<file path="src/rtl/calc_pkg.sv">
// Shared types and constants for the calculator display path.
// Holds the sequencer state encoding and the display digit geometry.
package calc_pkg;

    typedef enum logic [1:0] {
        IDLE  = 2'd0,
        SNAP  = 2'd1,
        LOAD  = 2'd2,
        SHIFT = 2'd3
    } state_t;

    localparam int NUM_DIGITS = 8;
    localparam int DIGIT_W    = 4;
    localparam logic [DIGIT_W-1:0] BLANK_CODE = 4'hF;

endpackage

</file>
<file path="src/rtl/lz_blank.sv">
// Leading-zero blanker: replaces zero digits above the first nonzero one with BLANK_CODE.
// The least significant digit is always shown, so zero still displays as a single 0.
module lz_blank
    import calc_pkg::*;
(
    input  logic [NUM_DIGITS*DIGIT_W-1:0] raw,
    output logic [NUM_DIGITS*DIGIT_W-1:0] blanked
);

    logic leading;

    always_comb begin
        blanked = raw;
        leading = 1'b1;
        for (int i = NUM_DIGITS - 1; i > 0; i--) begin
            if (leading && (raw[i*DIGIT_W +: DIGIT_W] == '0)) begin
                blanked[i*DIGIT_W +: DIGIT_W] = BLANK_CODE;
            end else begin
                leading = 1'b0;
            end
        end
    end

endmodule

</file>
<file path="src/rtl/display_sequencer.sv">
// Frame scheduler for the serial display shifter: sclk generation, refresh/intro requests, load strobe.
// Define LZ_BLANK_EN to blank leading zero digits of each snapshotted frame.
module display_sequencer
    import calc_pkg::*;
#(
    parameter int SCLK_DIV    = 256,
    parameter int REFRESH_DIV = 8192,
    parameter int TIMEOUT     = 32768
) (
    input  logic        clk,
    input  logic        rst,
    input  logic [31:0] disp_num,
    input  logic        intro,
    input  logic        tran_done,
    output logic        sclk,
    output logic        load_data,
    output logic [31:0] data_out,
    output logic        busy,
    output logic        timeout_err
);

    localparam int SCLK_W = $clog2(SCLK_DIV);
    localparam int REF_W  = $clog2(REFRESH_DIV);
    localparam int LOAD_W = $clog2(2 * SCLK_DIV);
    localparam int TO_W   = $clog2(TIMEOUT);

    localparam logic [SCLK_W-1:0] SCLK_LAST = SCLK_W'(SCLK_DIV - 1);
    localparam logic [REF_W-1:0]  REF_LAST  = REF_W'(REFRESH_DIV - 1);
    localparam logic [LOAD_W-1:0] LOAD_LAST = LOAD_W'(2 * SCLK_DIV - 1);
    localparam logic [TO_W-1:0]   TO_LAST   = TO_W'(TIMEOUT - 1);

    state_t             state;
    logic [SCLK_W-1:0]  sclk_cnt;
    logic [REF_W-1:0]   ref_cnt;
    logic [LOAD_W-1:0]  load_cnt;
    logic [TO_W-1:0]    to_cnt;
    logic               pending;
    logic               refresh_tick;
    logic [31:0]        frame_word;

`ifdef LZ_BLANK_EN
    lz_blank u_lz_blank (
        .raw     (disp_num),
        .blanked (frame_word)
    );
`else
    assign frame_word = disp_num;
`endif

    always_ff @(posedge clk or posedge rst) begin
        if (rst) begin
            sclk_cnt <= '0;
            sclk     <= 1'b0;
        end else if (sclk_cnt == SCLK_LAST) begin
            sclk_cnt <= '0;
            sclk     <= ~sclk;
        end else begin
            sclk_cnt <= sclk_cnt + 1'b1;
        end
    end

    always_ff @(posedge clk or posedge rst) begin
        if (rst) begin
            ref_cnt <= '0;
        end else if (refresh_tick) begin
            ref_cnt <= '0;
        end else begin
            ref_cnt <= ref_cnt + 1'b1;
        end
    end

    assign refresh_tick = (ref_cnt == REF_LAST);

    // Handshake with the shifter: load_data is a level held for 2*SCLK_DIV clk
    // cycles while data_out is stable; the shifter answers with tran_done (level,
    // sampled only in SHIFT). A request landing on the cycle that enters SNAP is
    // absorbed by that frame, since the snapshot is taken one cycle later.
    always_ff @(posedge clk or posedge rst) begin
        if (rst) begin
            state       <= IDLE;
            pending     <= 1'b1;
            load_cnt    <= '0;
            to_cnt      <= '0;
            load_data   <= 1'b0;
            data_out    <= '0;
            busy        <= 1'b0;
            timeout_err <= 1'b0;
        end else begin
            if (refresh_tick || intro) begin
                pending <= 1'b1;
            end
            case (state)
                IDLE: begin
                    if (pending) begin
                        state   <= SNAP;
                        pending <= 1'b0;
                        busy    <= 1'b1;
                    end
                end
                SNAP: begin
                    data_out  <= frame_word;
                    load_data <= 1'b1;
                    load_cnt  <= '0;
                    state     <= LOAD;
                end
                LOAD: begin
                    if (load_cnt == LOAD_LAST) begin
                        load_data <= 1'b0;
                        to_cnt    <= '0;
                        state     <= SHIFT;
                    end else begin
                        load_cnt <= load_cnt + 1'b1;
                    end
                end
                SHIFT: begin
                    if (tran_done) begin
                        state       <= IDLE;
                        busy        <= 1'b0;
                        timeout_err <= 1'b0;
                    end else if (to_cnt == TO_LAST) begin
                        state       <= IDLE;
                        busy        <= 1'b0;
                        timeout_err <= 1'b1;
                    end else begin
                        to_cnt <= to_cnt + 1'b1;
                    end
                end
                default: state <= IDLE;
            endcase
        end
    end

endmodule

</file>
<file path="config.mk">
export PLATFORM = sky130hd
export DESIGN_NAME = display_sequencer
export DESIGN_NICKNAME = d
export VERILOG_FILES = /design/src/rtl/calc_pkg.sv /design/src/rtl/lz_blank.sv /design/src/rtl/display_sequencer.sv
export SDC_FILE = /design/constraint.sdc
export NUM_CORES = 1
export LEC_CHECK = 0
export ABC_AREA = 1
export CAP_MARGIN = 15
export CORE_MARGIN = 3
export CORE_UTILIZATION = 37
export CTS_BUF_LIST = sky130_fd_sc_hd__clkbuf_4
export DETAILED_ROUTE_END_ITERATION = 16
export DONT_BUFFER_PORTS = 1
export PLACE_DENSITY_LB_ADDON = 0.1
export SLEW_MARGIN = 10
export SYNTH_ARGS = -nofsm -noshare
export SYNTH_HDL_FRONTEND = slang
export SYNTH_HIERARCHICAL = 1
export SYNTH_SLANG_ARGS = --single-unit
</file>
<file path="constraint.sdc">
create_clock -name clk -period 2.64 [get_ports clk]
set_input_delay 0.264 -clock clk [delete_from_list [all_inputs] [get_ports clk]]
set_output_delay 0.264 -clock clk [all_outputs]
set_load 0.03 [all_outputs]
</file>
==> results of run 1 <==
==> flip-flops by register name (all words and copies together), names as in the netlist <==
signal,cells
busy,1
data_out,32
load_cnt,9
load_data,1
pending,1
ref_cnt,13
sclk,1
sclk_cnt,8
state,2
timeout_err,1
to_cnt,15
==> final cells by class <==
type / instances / area [sq um] / share of cell area [%]
clock inverters: 5 / 63.8 / 1.39
repair buffers: 40 / 400 / 8.70
clock buffers: 10 / 75.1 / 1.63
inverters: 51 / 193 / 4.19
well taps: 136 / 170 / 3.70
multi-input cells: 263 / 1600 / 34.7
flip-flops and latches: 84 / 2100 / 45.7
==> layer usage <==
| metal | routed length (um) | global-route usage [%] | vias up | share of wire, % |
|---|---|---|---|---|
| li1 | - | - | 1395 | - |
| met1 | 3550 | 17.4 | 1322 | 45 |
| met2 | 3830 | 23.9 | 46 | 49 |
| met3 | 324 | 4.38 | 13 | 4.1 |
| met4 | 153 | 5.16 | 0 | 1.9 |
| met5 | 0 | 0 | - | 0 |
==> worst max-delay path, delay by kind of cell (launching register included) <==
kind            cells  cell delay (ps)
compound gates      2              370
buf+inv             1               70
simple gates        7              870
fa+ha+maj           2              350
flops               1              410
==> logic make-up (layout without fill, tap and decap cells) <==
logic type               Yosys count  after routing  share of synthesized area [%]
XOR/XNOR                          14             14                           3.11
AO/OA/AOI/OAI                     38             38                           5.40
AND/OR/NAND/NOR                  169            169                           19.7
multiplexers                      32             32                           9.15
buffers and inverters             58            106                           6.04
adder cells (fa/ha/maj)           10             10                           3.18
flip-flops                        84             84                           53.4
==> stage by stage <==
stage	setup WS (ps)	power (W)	hold WS (ps)	instance area, sq um	instances
after floorplan	213	0.00144	416	3940	405
after global placement	585	0.00146	250	4110	539
after detailed placement	525	0.00146	253	4110	539
after CTS	465	0.00227	41.5	4600	589
after global routing	192	0.00233	102	4600	589
final	479	0.00223	80.3	4600	589
==> power by group <==
part | internal [W] | switching [W] | leakage [nW] | total, W
logic | 0.0000556 | 0.0000402 | 1.05 | 0.0000957
registers | 0.00131 | 0.0000690 | 1.02 | 0.00138
clock network | 0.000299 | 0.000458 | 0.0726 | 0.000757
total | 0.00167 | 0.000567 | 2.15 | 0.00223
==> how the worst max path moves through the flow <==
stage                startpoint    endpoint  slack (ps)  cells past startpoint
finish              load_cnt[1]  to_cnt[12]         480                     12
global route        load_cnt[1]   to_cnt[5]         190                     13
CTS                 load_cnt[1]  to_cnt[12]         470                     12
detailed placement  load_cnt[1]  to_cnt[12]         520                     13
global placement    load_cnt[1]  to_cnt[12]         580                     13
floorplan                   rst        busy         210                      1
==> placed cells by master (no fill, tap or decap), drive strengths merged, types with 2 or more instances in the layout <==
| cell | n |
|---|---|
| nor3b | 2 |
| nand4 | 14 |
| o21ai | 28 |
| xor2 | 12 |
| nand3 | 23 |
| or2 | 4 |
| nor2 | 39 |
| nand2 | 86 |
| xnor2 | 2 |
| clkinv | 4 |
| dlygate4sd3 | 35 |
| mux2 | 32 |
| a31oi | 2 |
| dfrtp | 83 |
| ha | 10 |
| a21oi | 6 |
| buf | 5 |
| inv | 50 |
| clkbuf | 10 |
==> timing repair <==
| item | 4_1_cts | 5_1_grt |
|---|---|---|
| setup endpoints to repair | 0 | 0 |
| hold endpoints to repair | 67 | 0 |
| hold buffers | 35 | 0 |
==> results by group, run 1 <==
Layout
  • Fraction of layout cells with a size suffix above 1: 16.8%
  • Final net count: 495
  • Layout fillers: 983
  • Antenna Cells: 0
  • Fin util: 44.6%
  • Area Growth Syn to Fin: 16.9%

Floorplanning
  • Core Box Area: 10300 sq um
  • Die Ht: 109 um
  • # rows: 37
  • Initial core utilization: 38.2%
  • Die area: 11900 sq um
  • IO Count: 72
  • Die X: 109 um

GRT
  • Pin count of the biggest net entering global routing: 38
  • Initial antenna violation count: 0
  • Vias in the first global route: 2822
  • Congestion Overflow GR: 0
  • Total GRT Usage: 14.3%
  • Global-route wire length before repair: 13200 um

Worst setup path
  • CP arrival: 2520 ps
  • Critical path cell sequence: ha_1 > nand2_1 > nor2_1 > nand2_1 > nor2_1 > ha_1 > nor2_1 > a21oi_2 > inv_1 > nor2_1 > nand2_4 > o21ai_0
  • WS Path Type: reg -> reg
  • Reg2reg end: to_cnt[12]
  • R2r setup slk: 480 ps
  • Critical Path RT: 3000 ps
  • Worst Setup Start Kind: flop
  • Worst Path Max Fanout: 19
  • R2R cell count: 12
  • Max incr delay on CP: 410 ps
  • Most used cell, CP: nor2_1
  • R2r startpoint: load_cnt[1]
  • Critical-path cell with the highest stage delay: dfrtp_1
  • Crit end category: flop

Yosys
  • Count of state elements after synthesis: 84
  • Mapped cell area: 3940 sq um
  • Syn_nets: 451
  • Most common cell in the netlist: dfrtp_1
  • Largest cells by area after synthesis: dfrtp_1 (53%), mux2_2 (9.1%), nand2_1 (7.3%), inv_1 (4.8%), nor2_1 (3.3%)
  • Most frequent cells after synthesis: dfrtp_1 (83), nand2_1 (77), inv_1 (50)
  • Ys Warns: 6
  • Post-synth ARST share: 100%
  • Synth Flop Type: dfrtp_1
  • Synthesized area per cell: 9.73 sq um
  • Sequential area share after synthesis: 53.4%
  • Area leader, netlist: dfrtp_1
  • Area share of the largest cell type after synthesis: 52.7%
  • Gate Count Post-Synth: 405
  • Post-synth EDFFs: 0
  • Unique masters post-synth: 31

Drt
  • Initial DRT Pass Iterations: 5
  • Wirelength per Cell: 13.3 um
  • Post-DR vias/cell: 4.71
  • Final WL: 7860 um
  • Via count: 2776
  • Routed Antenna Nets: 0
  • Drt drc: 0
  • Initial DRC Count: 113

CTS
  • CTS Buf Count: 9
  • CTS tree: yes
  • CTS sink cnt: 84
  • Clock Latency Late Sink: 440 ps
  • Root Driver: clkbuf_4
  • H-Tree Depth: 3
  • # Post-CTS Setup Buffers: 0
  • CTS Buffer Depth: 2
  • Clock slew at reported path FFs: 140 ps
  • # resized after CTS: 0

STA
  • Slew Limit Headroom: 57.0%
  • Final hold violation count: 0
  • Fin crit period: 2160 ps
  • FMAX: 463 MHz
  • Max Slew Vio Count: 0
  • Final worst-path cycle share: 81.9%
  • Final setup vio count: 0
  • Clock Skews: 16.0 ps
  • Worst Tran Pin Value: 645 ps
  • RSZ-0062 raised after global routing: no
  • TNS Setup: 0 ps

Place
  • GP Congestion: 0.762
  • Port Buffers: 0
  • Hpwl dp: 5340 um

Worst hold path
  • Cells on Worst Hold Path: 5
  • Min-Delay Endpoint: to_cnt[13]
  • Worst Min Path Start: tran_done
  • Hold Path Class: in -> reg

Power and ir drop
  • Power density over the cells: 485 nW/um^2
  • Leak: 2.15 nW
  • Worst IR drop on VDD: 0.294 mV

Job
  • Max Cap Viol: 0

Outcome
  • Status: finished, final reports clean
No activity file was read; power rests on OpenSTA's default activity.
==> run 2, diff against run 1 <==
Clock period 2.64 ns to 1.99 ns, I/O delays scaled along.
==> results by group, run 2 (same netlist as run 1, synthesis figures left out) <==
Outcome
  • Status: finished, final reports clean

CTS
  • CTS sink cnt: 84
  • CTS Buf Count: 9
  • H-Tree Depth: 3
  • Root Driver: clkbuf_4
  • CTS Buffer Depth: 2
  • Clock Latency Late Sink: 450 ps
  • CTS tree: yes
  • Clock slew at reported path FFs: 150 ps

Power and ir drop
  • Power density over the cells: 619 nW/um^2
  • Combinational power share: 4.3%
  • Internal: 0.00212 W
  • Sw power: 0.000836 W
  • Sequential group share of total power: 62.1%
  • Leak: 2.20 nW
  • Switching fraction of total power: 28.3%
  • Worst IR drop on VDD: 0.328 mV
  • Design Power: 0.00295 W
  • Clock power share: 33.6%

Worst setup path
  • Crit. path cell count: 14
  • Reg2reg end: to_cnt[8]
  • Crit end category: flop
  • Max incr delay on CP: 400 ps
  • Critical path origin: load_cnt[0]
  • Worst Path Max Fanout: 5
  • Worst Setup Start Kind: flop
  • Critical path cell sequence: ha_2 > nand2_2 > nor2_4 > nand2_2 > nor2_2 > ha_2 > nor2_2 > a21oi_2 > inv_2 > nor2_4 > buf_12 > nand2_4 > nand2_2 > o21ai_2
  • CP arrival: 2310 ps
  • R2R cell count: 14
  • End point of the critical path: to_cnt[8]
  • R2r setup slk: 20 ps
  • Critical-path cell with the highest stage delay: dfrtp_1
  • WS Path Type: reg -> reg
  • R2r startpoint: load_cnt[0]
  • Cell family with most CP delay: simple AND/OR/NAND/NOR gates
  • Crit path buffers/inverters: 2
  • Most used cell, CP: nand2_2
  • Critical Path RT: 2330 ps

GRT
  • Pin count of the biggest net entering global routing: 63
  • Total GRT Usage: 14.8%
  • Global-route wire length before repair: 13700 um
  • Congestion Overflow GR: 0
  • Initial antenna violation count: 0
  • Vias in the first global route: 2831

Drt
  • Routed Antenna Nets: 0
  • Final WL: 7850 um
  • Via count: 2806
  • Drt drc: 0
  • Wirelength per Cell: 13.1 um
  • Initial DRC Count: 113
  • Post-DR vias/cell: 4.68
  • Initial DRT Pass Iterations: 4

Layout
  • Commonest non-fill, non-tap cell in the layout: dfrtp_1
  • Fin util: 46.3%
  • Antenna Cells: 0
  • Biggest regs: data_out: 32 flops, to_cnt: 15 flops, ref_cnt: 13 flops
  • Fraction of layout cells with a size suffix above 1: 22.6%
  • Layout fillers: 991
  • Most flop-heavy register: data_out
  • Commonest cells after routing, fill and taps aside: dfrtp_1 (83), nand2_1 (68), inv_1 (48)
  • Final net count: 505
  • Number of flip-flops in the largest register: 32
  • Area Growth Syn to Fin: 21.3%

STA
  • Max Slew Vio Count: 0
  • Slew Limit Headroom: 66.1%
  • Final setup vio count: 0
  • FMAX: 507 MHz
  • Hold_ws: 29.8 ps
  • Final hold violation count: 0
  • RSZ-0062 raised after global routing: yes
  • Clock Skews: 16.6 ps
  • Fin crit period: 1970 ps
  • Worst Tran Pin Value: 508 ps
  • Final worst-path cycle share: 99.0%
  • TNS Setup: 0 ps

Floorplanning
  • Initial core utilization: 38.2%
  • IO Count: 72
  • Die area: 11900 sq um
  • Core Box Area: 10300 sq um
  • Die Ht: 109 um
  • Die X: 109 um
  • # rows: 37

Job
  • Max Cap Viol: 0

Place
  • Hpwl dp: 5060 um
  • Port Buffers: 0
  • GP Congestion: 0.779

Worst hold path
  • Hold Path Class: in -> reg
run 2: cell count changes in the layout (fill, tap and decap cells not counted), moves of 3 or more:
cell / delta
o21ai_0: -4
nand2_4: +3
nand2_1: -9
inv_8: +3
nor2_2: +3
buf_4: +5
o21ai_1: +3
nor2_1: -5
nand2_2: +9
run 2: power groups by stage:
stage	Clock (W)	Sequential (W)	Combinational (W)
detailed placement	0	0.00187	0.0000754
global route	0.00113	0.00184	0.000144
finish	0.000993	0.00184	0.000127
CTS	0.00104	0.00184	0.000129
floorplan	0	0.00186	0.0000557
global placement	0	0.00187	0.0000737
run 2: repair_timing:
action / 4_1_cts / 5_1_grt
hold buffers: 35 / 0
cloned: 1 / 2
gates resized for setup: 3 / 24
endpoints found under the setup margin: 5 / 22
endpoints found under the hold margin: 56 / 0
pin swaps: 1 / 8
setup buffers: 0 / 3
run 2: worst min-delay path, cell delays in order:
cell and delay, ps:
nor2_1 30, inv_1 40, nor2_1 50, nand4_1 70, nand2_1 50
run 2: stage by stage:
step	setup WS (ps)	std cells	area [sq um]
after global placement	77.1	543	4160
after detailed placement	4.93	543	4160
after floorplan	49.4	405	3940
final	19.3	600	4780
after global routing	-129	600	4780
after CTS	25.5	595	4670
run 2: final cells by class:
type,instances,area (sq um),share of cell area (%)
flip-flops and latches,84,2100,44.0
multi-input cells,266,1690,35.3
clock buffers,9,67.6,1.41
well taps,136,170,3.56
inverters,51,195,4.09
repair buffers,47,478,10.0
clock inverters,7,76.3,1.60
run 2: per-layer routing:
| metal | share of wire (%) | vias to the layer above | global-route usage [%] |
|---|---|---|---|
| li1 | - | 1420 | - |
| met1 | 45 | 1305 | 19.1 |
| met2 | 47 | 70 | 23.2 |
| met3 | 6.0 | 11 | 4.03 |
| met4 | 1.7 | 0 | 6.86 |
| met5 | 0 | - | 0 |
run 2: how the worst min path moves through the flow:
| stage | startpoint | to | slack, ps | depth (start not counted) |
|---|---|---|---|---|
| floorplan | disp_num[0] | data_out[0] | 350 | 1 |
| global placement | rst | data_out[19] | 130 | 1 |
| detailed placement | rst | data_out[19] | 130 | 1 |
| CTS | tran_done | to_cnt[13] | 1 | 5 |
| global route | tran_done | to_cnt[13] | 40 | 5 |
| finish | tran_done | to_cnt[13] | 30 | 5 |
==> run 3, diff against run 2 <==
==> constraint.sdc (replaced) <==
create_clock -name clk -period 1.99 [get_ports clk]
set_input_delay 0.398 -clock clk [delete_from_list [all_inputs] [get_ports clk]]
set_output_delay 0.398 -clock clk [all_outputs]
set_load 0.03 [all_outputs]
==> results by group, run 3 (same netlist as run 1, synthesis figures left out) <==
STA
  • Final setup vio count: 0
  • Slew Limit Headroom: 62.1%
  • Max Slew Vio Count: 0
  • Clock Skews: 16.4 ps
  • Fin crit period: 1960 ps
  • FMAX: 511 MHz
  • Final worst-path cycle share: 98.2%
  • Hold_ws: 88.8 ps
  • Worst Tran Pin Value: 568 ps
  • RSZ-0062 raised after global routing: yes
  • Final hold violation count: 0

Floorplanning
  • Core Box Area: 10300 sq um
  • # rows: 37
  • Die Ht: 109 um
  • Die area: 11900 sq um
  • IO Count: 72
  • Die X: 109 um
  • Initial core utilization: 38.2%

Drt
  • Drt drc: 0
  • Initial DRC Count: 163
  • Via count: 2673
  • Post-DR vias/cell: 4.71
  • Routed Antenna Nets: 0
  • Initial DRT Pass Iterations: 4
  • Wirelength per Cell: 13.3 um
  • Final WL: 7550 um

Worst setup path
  • Worst Path Max Fanout: 5
  • Critical path cell sequence: ha_2 > nand2_2 > nor2_2 > nand2_1 > nor2_2 > ha_2 > nor2_2 > a21oi_2 > inv_2 > nor2_4 > buf_12 > nand2_4 > nand2_1 > o21ai_0
  • WS Path Type: reg -> reg
  • CP arrival: 2290 ps
  • Max incr delay on CP: 400 ps
  • Worst Setup Start Kind: flop
  • Critical Path RT: 2320 ps
  • Crit end category: flop
  • Critical-path cell with the highest stage delay: dfrtp_1
  • R2r startpoint: load_cnt[0]
  • Critical path origin: load_cnt[0]
  • Most used cell, CP: nor2_2

GRT
  • Congestion Overflow GR: 0
  • Pin count of the biggest net entering global routing: 33
  • Global-route wire length before repair: 13000 um
  • Vias in the first global route: 2727
  • Initial antenna violation count: 0
  • Total GRT Usage: 14.1%

CTS
  • Root Driver: clkbuf_4
  • Clock Latency Late Sink: 440 ps
  • H-Tree Depth: 3
  • CTS sink cnt: 84
  • Clock slew at reported path FFs: 150 ps
  • CTS Buf Count: 9
  • CTS tree: yes
  • CTS Buffer Depth: 2

Place
  • Port Buffers: 0
  • GP Congestion: 0.731
  • Hpwl dp: 5140 um

Job
  • Max Cap Viol: 0

Worst hold path
  • Worst Min Path Start: disp_num[28]
  • Hold Path Class: in -> reg

Outcome
  • Status: finished, final reports clean

Layout
  • Layout fillers: 1003
  • Biggest regs: data_out: 32 flops, to_cnt: 15 flops, ref_cnt: 13 flops
  • Commonest non-fill, non-tap cell in the layout: dfrtp_1
  • Final net count: 472
  • Commonest cells after routing, fill and taps aside: dfrtp_1 (83), nand2_1 (69), inv_1 (48)
  • Antenna Cells: 0
  • Area Growth Syn to Fin: 13.2%
  • Number of flip-flops in the largest register: 32
  • Most flop-heavy register: data_out
  • Fraction of layout cells with a size suffix above 1: 24.1%

Power and ir drop
  • Leak: 2.06 nW
  • Design Power: 0.00295 W
  • Power density over the cells: 663 nW/um^2
  • Worst IR drop on VDD: 0.444 mV
run 3: per-stage QoR:
step | instance area, sq um | setup slack [ps] | utilization [%] | instances | TNS (ps)
after global placement | 4170 | 69.1 | 40.4 | 544 | 0
after detailed placement | 4170 | 3.32 | 40.4 | 544 | 0
final | 4460 | 34.9 | 43.2 | 567 | 0
after global routing | 4460 | -88.6 | 43.2 | 567 | -1120
after CTS | 4340 | 54.0 | 42.1 | 562 | 0
after floorplan | 3940 | 49.4 | - | 405 | 0
run 3: where the power goes:
| part | internal (W) | switching (W) |
|---|---|---|
| clock | 0.000411 | 0.000634 |
| sequential | 0.00174 | 0.0000915 |
| combinational | 0.0000324 | 0.0000437 |
| total | 0.00219 | 0.000770 |
run 3: critical path, delay by kind of cell, from the launching register on:
family	cells	cell delay, ps
adder cells (fa/ha/maj)	2	390
flip-flops	1	400
buffers and inverters	2	220
AND/OR/NAND/NOR	8	640
AO/OA/AOI/OAI	2	200
run 3: metal layers:
layer  up-vias  part of all wire (%)  track usage [%]
met2        57                    46             22.0
met3        13                   5.0             3.79
met4         0                   2.5             7.12
met1      1249                    46             18.2
li1       1354                     -                -
met5         -                     0                0
run 3: repair_timing:
action / CTS / global route
resized for setup: 3 / 24
pin swaps: 1 / 4
hold buffers: 1 / 0
setup endpoints to repair: 8 / 19
gates cloned: 1 / 2
endpoints found under the hold margin: 22 / 0
buffers inserted: 0 / 3
run 3: final timing paths:
check	to	slack (ps)	depth (start not counted)
min in group asynchronous	load_cnt[8]	480	2
max in group asynchronous	data_out[6]	900	3
setup reg to reg	to_cnt[7]	30	14
setup / recovery	to_cnt[7]	30	14
hold reg to reg	sclk_cnt[0]	460	1
hold / removal	data_out[28]	90	1
run 3: final cells by class:
| type | count | area [sq um] | area share (%) |
|---|---|---|---|
| clock inverter | 6 | 72.6 | 1.63 |
| multi-input combinational | 266 | 1700 | 38.1 |
| clock buffer | 10 | 75.1 | 1.68 |
| inverter | 51 | 195 | 4.38 |
| timing repair buffer | 14 | 145 | 3.26 |
| tap | 136 | 170 | 3.82 |
| sequential | 84 | 2100 | 47.2 |
